===== src/rtl/mem_port_arbiter.sv =====
// Arbitrates one unified memory port between instruction fetch and data load/store.
// Data has priority; a fetch wins whenever the previous grant went to data.
module mem_port_arbiter #(
    parameter int ADDR_WIDTH = 32,
    parameter int DATA_WIDTH = 32
) (
    input  logic                    clk,
    input  logic                    reset,
    input  logic                    ip_inst_req,
    input  logic [ADDR_WIDTH-1:0]   ip_inst_addr,
    output logic                    op_inst_valid,
    output logic [DATA_WIDTH-1:0]   op_inst_data,
    input  logic                    ip_data_rd,
    input  logic                    ip_data_wr,
    input  logic [ADDR_WIDTH-1:0]   ip_data_addr,
    input  logic [DATA_WIDTH/8-1:0] ip_data_mask,
    input  logic [DATA_WIDTH-1:0]   ip_data_wdata,
    output logic                    op_data_valid,
    output logic [DATA_WIDTH-1:0]   op_data_rdata,
    output logic                    op_mem_req,
    output logic [ADDR_WIDTH-1:0]   op_mem_addr,
    output logic                    op_mem_wr,
    output logic [DATA_WIDTH/8-1:0] op_mem_mask,
    output logic [DATA_WIDTH-1:0]   op_mem_wdata,
    input  logic                    ip_mem_ready,
    input  logic                    ip_mem_rvalid,
    input  logic [DATA_WIDTH-1:0]   ip_mem_rdata
);

    typedef enum logic [1:0] {IDLE, ISSUE, WAIT, RESP} state_t;
    typedef enum logic {OWNER_INST, OWNER_DATA} owner_t;

    state_t state;
    owner_t owner;
    logic   last_was_data;
    logic   data_pending;
    logic   grant_inst;

    always_comb begin
        data_pending = ip_data_rd | ip_data_wr;
        grant_inst   = ip_inst_req & (last_was_data | ~data_pending);
    end

    always_ff @(posedge clk) begin
        if (reset) begin
            state         <= IDLE;
            owner         <= OWNER_INST;
            last_was_data <= 1'b0;
            op_inst_valid <= 1'b0;
            op_inst_data  <= '0;
            op_data_valid <= 1'b0;
            op_data_rdata <= '0;
            op_mem_req    <= 1'b0;
            op_mem_addr   <= '0;
            op_mem_wr     <= 1'b0;
            op_mem_mask   <= '0;
            op_mem_wdata  <= '0;
        end else begin
            op_inst_valid <= 1'b0;
            op_data_valid <= 1'b0;
            case (state)
                IDLE: begin
                    if (grant_inst) begin
                        op_mem_addr   <= ip_inst_addr;
                        op_mem_wr     <= 1'b0;
                        op_mem_mask   <= '1;
                        op_mem_wdata  <= '0;
                        owner         <= OWNER_INST;
                        last_was_data <= 1'b0;
                        op_mem_req    <= 1'b1;
                        state         <= ISSUE;
                    end else if (data_pending) begin
                        // rd and wr together resolve to a store
                        op_mem_addr   <= ip_data_addr;
                        op_mem_wr     <= ip_data_wr;
                        op_mem_mask   <= ip_data_wr ? ip_data_mask : '1;
                        op_mem_wdata  <= ip_data_wdata;
                        owner         <= OWNER_DATA;
                        last_was_data <= 1'b1;
                        op_mem_req    <= 1'b1;
                        state         <= ISSUE;
                    end
                end
                ISSUE: begin
                    if (ip_mem_ready) begin
                        op_mem_req <= 1'b0;
                        state      <= WAIT;
                    end
                end
                WAIT: begin
                    if (ip_mem_rvalid) begin
                        if (owner == OWNER_INST) begin
                            op_inst_valid <= 1'b1;
                            op_inst_data  <= ip_mem_rdata;
                        end else begin
                            op_data_valid <= 1'b1;
                            if (!op_mem_wr) op_data_rdata <= ip_mem_rdata;
                        end
                        state <= RESP;
                    end
                end
                RESP: state <= IDLE;
                default: state <= IDLE;
            endcase
        end
    end

endmodule


===== config.mk =====
export PLATFORM = sky130hd
export DESIGN_NAME = mem_port_arbiter
export DESIGN_NICKNAME = d
export VERILOG_FILES = /design/src/rtl/mem_port_arbiter.sv
export SDC_FILE = /design/constraint.sdc
export NUM_CORES = 1
export LEC_CHECK = 0
export BUFFER_PORTS_ARGS = -buffer_cell sky130_fd_sc_hd__buf_2
export CELL_PAD_IN_SITES_DETAIL_PLACEMENT = 2
export CELL_PAD_IN_SITES_GLOBAL_PLACEMENT = 2
export CORE_ASPECT_RATIO = 1.5
export CORE_MARGIN = 8
export CORE_UTILIZATION = 24
export DETAILED_ROUTE_END_ITERATION = 8
export GPL_TIMING_DRIVEN = 0
export HOLD_SLACK_MARGIN = 0.12
export PLACE_DENSITY = 0.79
export SYNTH_ARGS = -nofsm -noshare
export SYNTH_HDL_FRONTEND = slang
export SYNTH_SLANG_ARGS = --single-unit

===== constraint.sdc =====
create_clock -name clk -period 2 [get_ports clk]
set_input_delay 0.2 -clock clk [delete_from_list [all_inputs] [get_ports clk]]
set_output_delay 0.2 -clock clk [all_outputs]
set_load 0.02 [all_outputs]

==> metrics.md <==
| Metric | Value |
|---|---|
| Outcome | `complete, no violations` |
| CP required | `2.34 ns` |
| Worst Skew | `0.0112 ns` |
| Distinct cells, synth | `36` |
| CP max-delay cell | `clkbuf_1` |
| Post-route DRC | `0` |
| Die H | `195 um` |
| IO buf count | `273` |
| Antenna Nets Post-Route | `0` |
| Worst-path maximum fanout | `10` |
| Filler cells | `2353` |
| Global-route wire length before repair | `about 44000 um` |
| Pins Over Slew Limit | `0` |
| MaxCap Viol Count | `0` |
| Yosys warnings | `0` |
| TNS Setup | `0 ns` |
| Peak supply drop | `approximately 0.6 mV` |
| Min Tclk post-route | `1.87 ns` |
| Initial antenna violation count | `9` |
| Remaining global-route overflow | `0` |
| EDFF count, synth | `0` |
| Area delta synth->final | `69.7%` |
| Asr flop ratio synth | `0%` |
| Static Leak | `3.91 nW` |
| Largest net degree at the start of global routing | `17` |
| Most common cell after layout, fill and taps aside | `buf_2` |
| Routed WL | `between 20000 and 30000 um` |
| Rel. slew slack | `56.6%` |
| Synth Cell Area | `5150 sq um` |
| TritonCTS clock tree | `built` |
| Core area | `21100 sq um` |
| Initial DRC count | `203` |
| Wirelength per Cell | `roughly 22 um` |
| Cell area after layout | `between 8000 and 9000 sq um` |
| Achievable Freq | `0.536 GHz` |
| DRT Pass-1 Iters | `4` |
| Clock-pin slew on the worst setup and hold paths | `roughly 0.06 ns` |
| Most frequent cells in the layout | `buf_2 (285), dfxtp_1 (139), dlygate4sd3_1 (130)` |
| Number of H-tree levels | `4` |
| Die width | `approximately 140 um` |
| Post-CTS setup buffers | `0` |
| CP Capture Type | `flip-flop` |
| Rows | `65` |
| Design Power | `10.3 mW` |
| CTS Root Buffer Type | `clkbuf_16` |
| Setup crit start kind | `flip-flop` |
| Total Routing Usage GR | `21.6%` |
| Fin. Hold Viols | `0` |
| Layout net count | `roughly 1200` |
| Synth Register Bits | `139` |
| PwrDens | `1180 nW/um^2` |
| Share of post-route cells with drive strength above 1 | `32.1%` |
| Placer Congestion | `approximately 0.76` |
| Clock Latency Late Sink | `between 0.4 and 0.5 ns` |
| Vias in the first global route | `7459` |
| Cell area after placement | `6850 sq um` |
| Worst slew pin tran | `approximately 0.65 ns` |
| Via count | `6333` |
| RSZ-0062 raised after global routing | `false` |
| Clock tree buffer depth | `2` |
| HP Start | `ip_inst_addr[24]` |
| Ports | `275` |
| R2r startpoint | `state[0]` |
| Vias/cell | `between 4 and 5` |
| CTS sink count | `139` |
| Die ar. | `26500 sq um` |
| Worst setup startpoint | `state[0]` |
| Syn Nets | `742` |
| Core Util, Final | `41.5%` |
| Ys flop type | `dfxtp_1` |
| Worst min path class | `in2reg` |
| TritonCTS Buffers | `17` |
| Crit Path Class | `reg2reg` |
| Slowest Stage Delay on Critical Path | `0.45 ns` |
| Final setup fails | `0` |
| Mapped Avg Cell Area | `roughly 8.6 sq um` |
| Hpwl dp | `~18000 um` |
| Post-route clock period utilization | `93.3%` |
| CP cell instances | `inv_1 > ha_1 > nand3b_1 > clkbuf_1 > nand2_1 > a21oi_1` |
| Cells after Synth | `between 500 and 600` |
| Initial core utilization | `24.4%` |
| Worst path arrival time | `2.21 ns` |
| Seq/Total Area, Yosys | `54.0%` |
metal layers:
layer | wire length [um] | part of all wire [%] | vias up | global-route usage, %
met5 | 27 | 0.094 | - | 0
met4 | 1410 | 4.9 | 4 | 12.2
met1 | 9910 | 34 | 3072 | 20.2
li1 | - | - | 2942 | -
met2 | 15900 | 55 | 236 | 40.9
met3 | 1560 | 5.4 | 79 | 5.58
critical path: cells and delay by family (launching register included):
| family | cells | cell delay [ns] |
|---|---|---|
| AOI/OAI and AO/OA | 1 | 0.18 |
| adders and majority gates | 1 | 0.29 |
| buffers and inverters | 2 | 0.55 |
| DFF | 1 | 0.37 |
| and+or+nand+nor | 2 | 0.41 |
stage by stage:
step	cells	setup WS, ns	hold WS [ns]
floorplan	599	0.492	0.326
global placement	1140	0.0404	0.408
detailed placement	1140	0.0131	0.417
CTS	1300	0.00265	0.122
global route	1307	0.0149	0.151
finish	1307	0.133	0.155
where the power goes:
group          switching (mW)  total (mW)  internal [mW]
clock                    1.23        3.06           1.83
sequential              0.319        3.62           3.30
combinational            2.39        3.66           1.27
total                    3.94        10.3           6.40
cell families after synthesis:
group / after synthesis / synth area share (%)
adders and majority gates: 4 / 0.972
and+or+nand+nor: 158 / 12.6
buffers and inverters: 60 / 5.05
AOI/OAI and AO/OA: 238 / 27.3
DFF: 139 / 54.0
sequential cells by signal, indices dropped and copies added (netlist names), 2 cells and up:
signal / count
op_data_rdata: 32
op_inst_data: 32
op_mem_addr: 32
op_mem_wdata: 32
op_mem_mask: 4
state: 2
synthesized netlist by cell type (2+ instances only):
library cell | instances | area, sq um
a22o_1 | 32 | 280
or2_2 | 2 | 12.5
a31oi_1 | 32 | 200
buf_2 | 13 | 65.1
nor2_1 | 9 | 33.8
o31ai_1 | 2 | 15.0
a21oi_1 | 97 | 485
a211oi_2 | 2 | 25.0
buf_4 | 3 | 22.5
dfxtp_1 | 139 | 2780
ha_1 | 4 | 50.1
o21ai_0 | 62 | 310
nand2b_1 | 2 | 12.5
nand2_1 | 129 | 484
clkbuf_1 | 36 | 135
nor3_1 | 8 | 40.0
a311oi_1 | 2 | 17.5
inv_1 | 6 | 22.5
o21ai_1 | 2 | 10.0
final cells by class:
class / instances / area (sq um) / share of cell area, %
Antenna cell: 7 / 17.5 / 0.201
Buffer: 54 / 246 / 2.82
Clock buffer: 24 / 492 / 5.63
Clock inverter: 6 / 63.8 / 0.730
Inverter: 6 / 22.5 / 0.258
Multi-Input combinational cell: 400 / 2110 / 24.1
Sequential cell: 139 / 2780 / 31.9
Tap cell: 268 / 335 / 3.84
Timing Repair Buffer: 403 / 2670 / 30.5
repair_timing:
| item | CTS | global route |
|---|---|---|
| endpoints found under the setup margin | 5 | 27 |
| gates resized for setup | 2 | 8 |
| hold buffers | 130 | 0 |
| endpoints found under the hold margin | 133 | 0 |
| gates cloned | 0 | 0 |
final timing paths:
| path | to | slack, ns | depth (start not counted) |
|---|---|---|---|
| worst max register to register | op_inst_data[16] | 0.13 | 6 |
| worst min-delay path | op_mem_addr[24] | 0.16 | 3 |
| worst min register to register | op_data_rdata[18] | 0.46 | 2 |
| worst max-delay path | op_inst_data[16] | 0.13 | 6 |
Note: power is estimated with default switching activity, not from simulation.
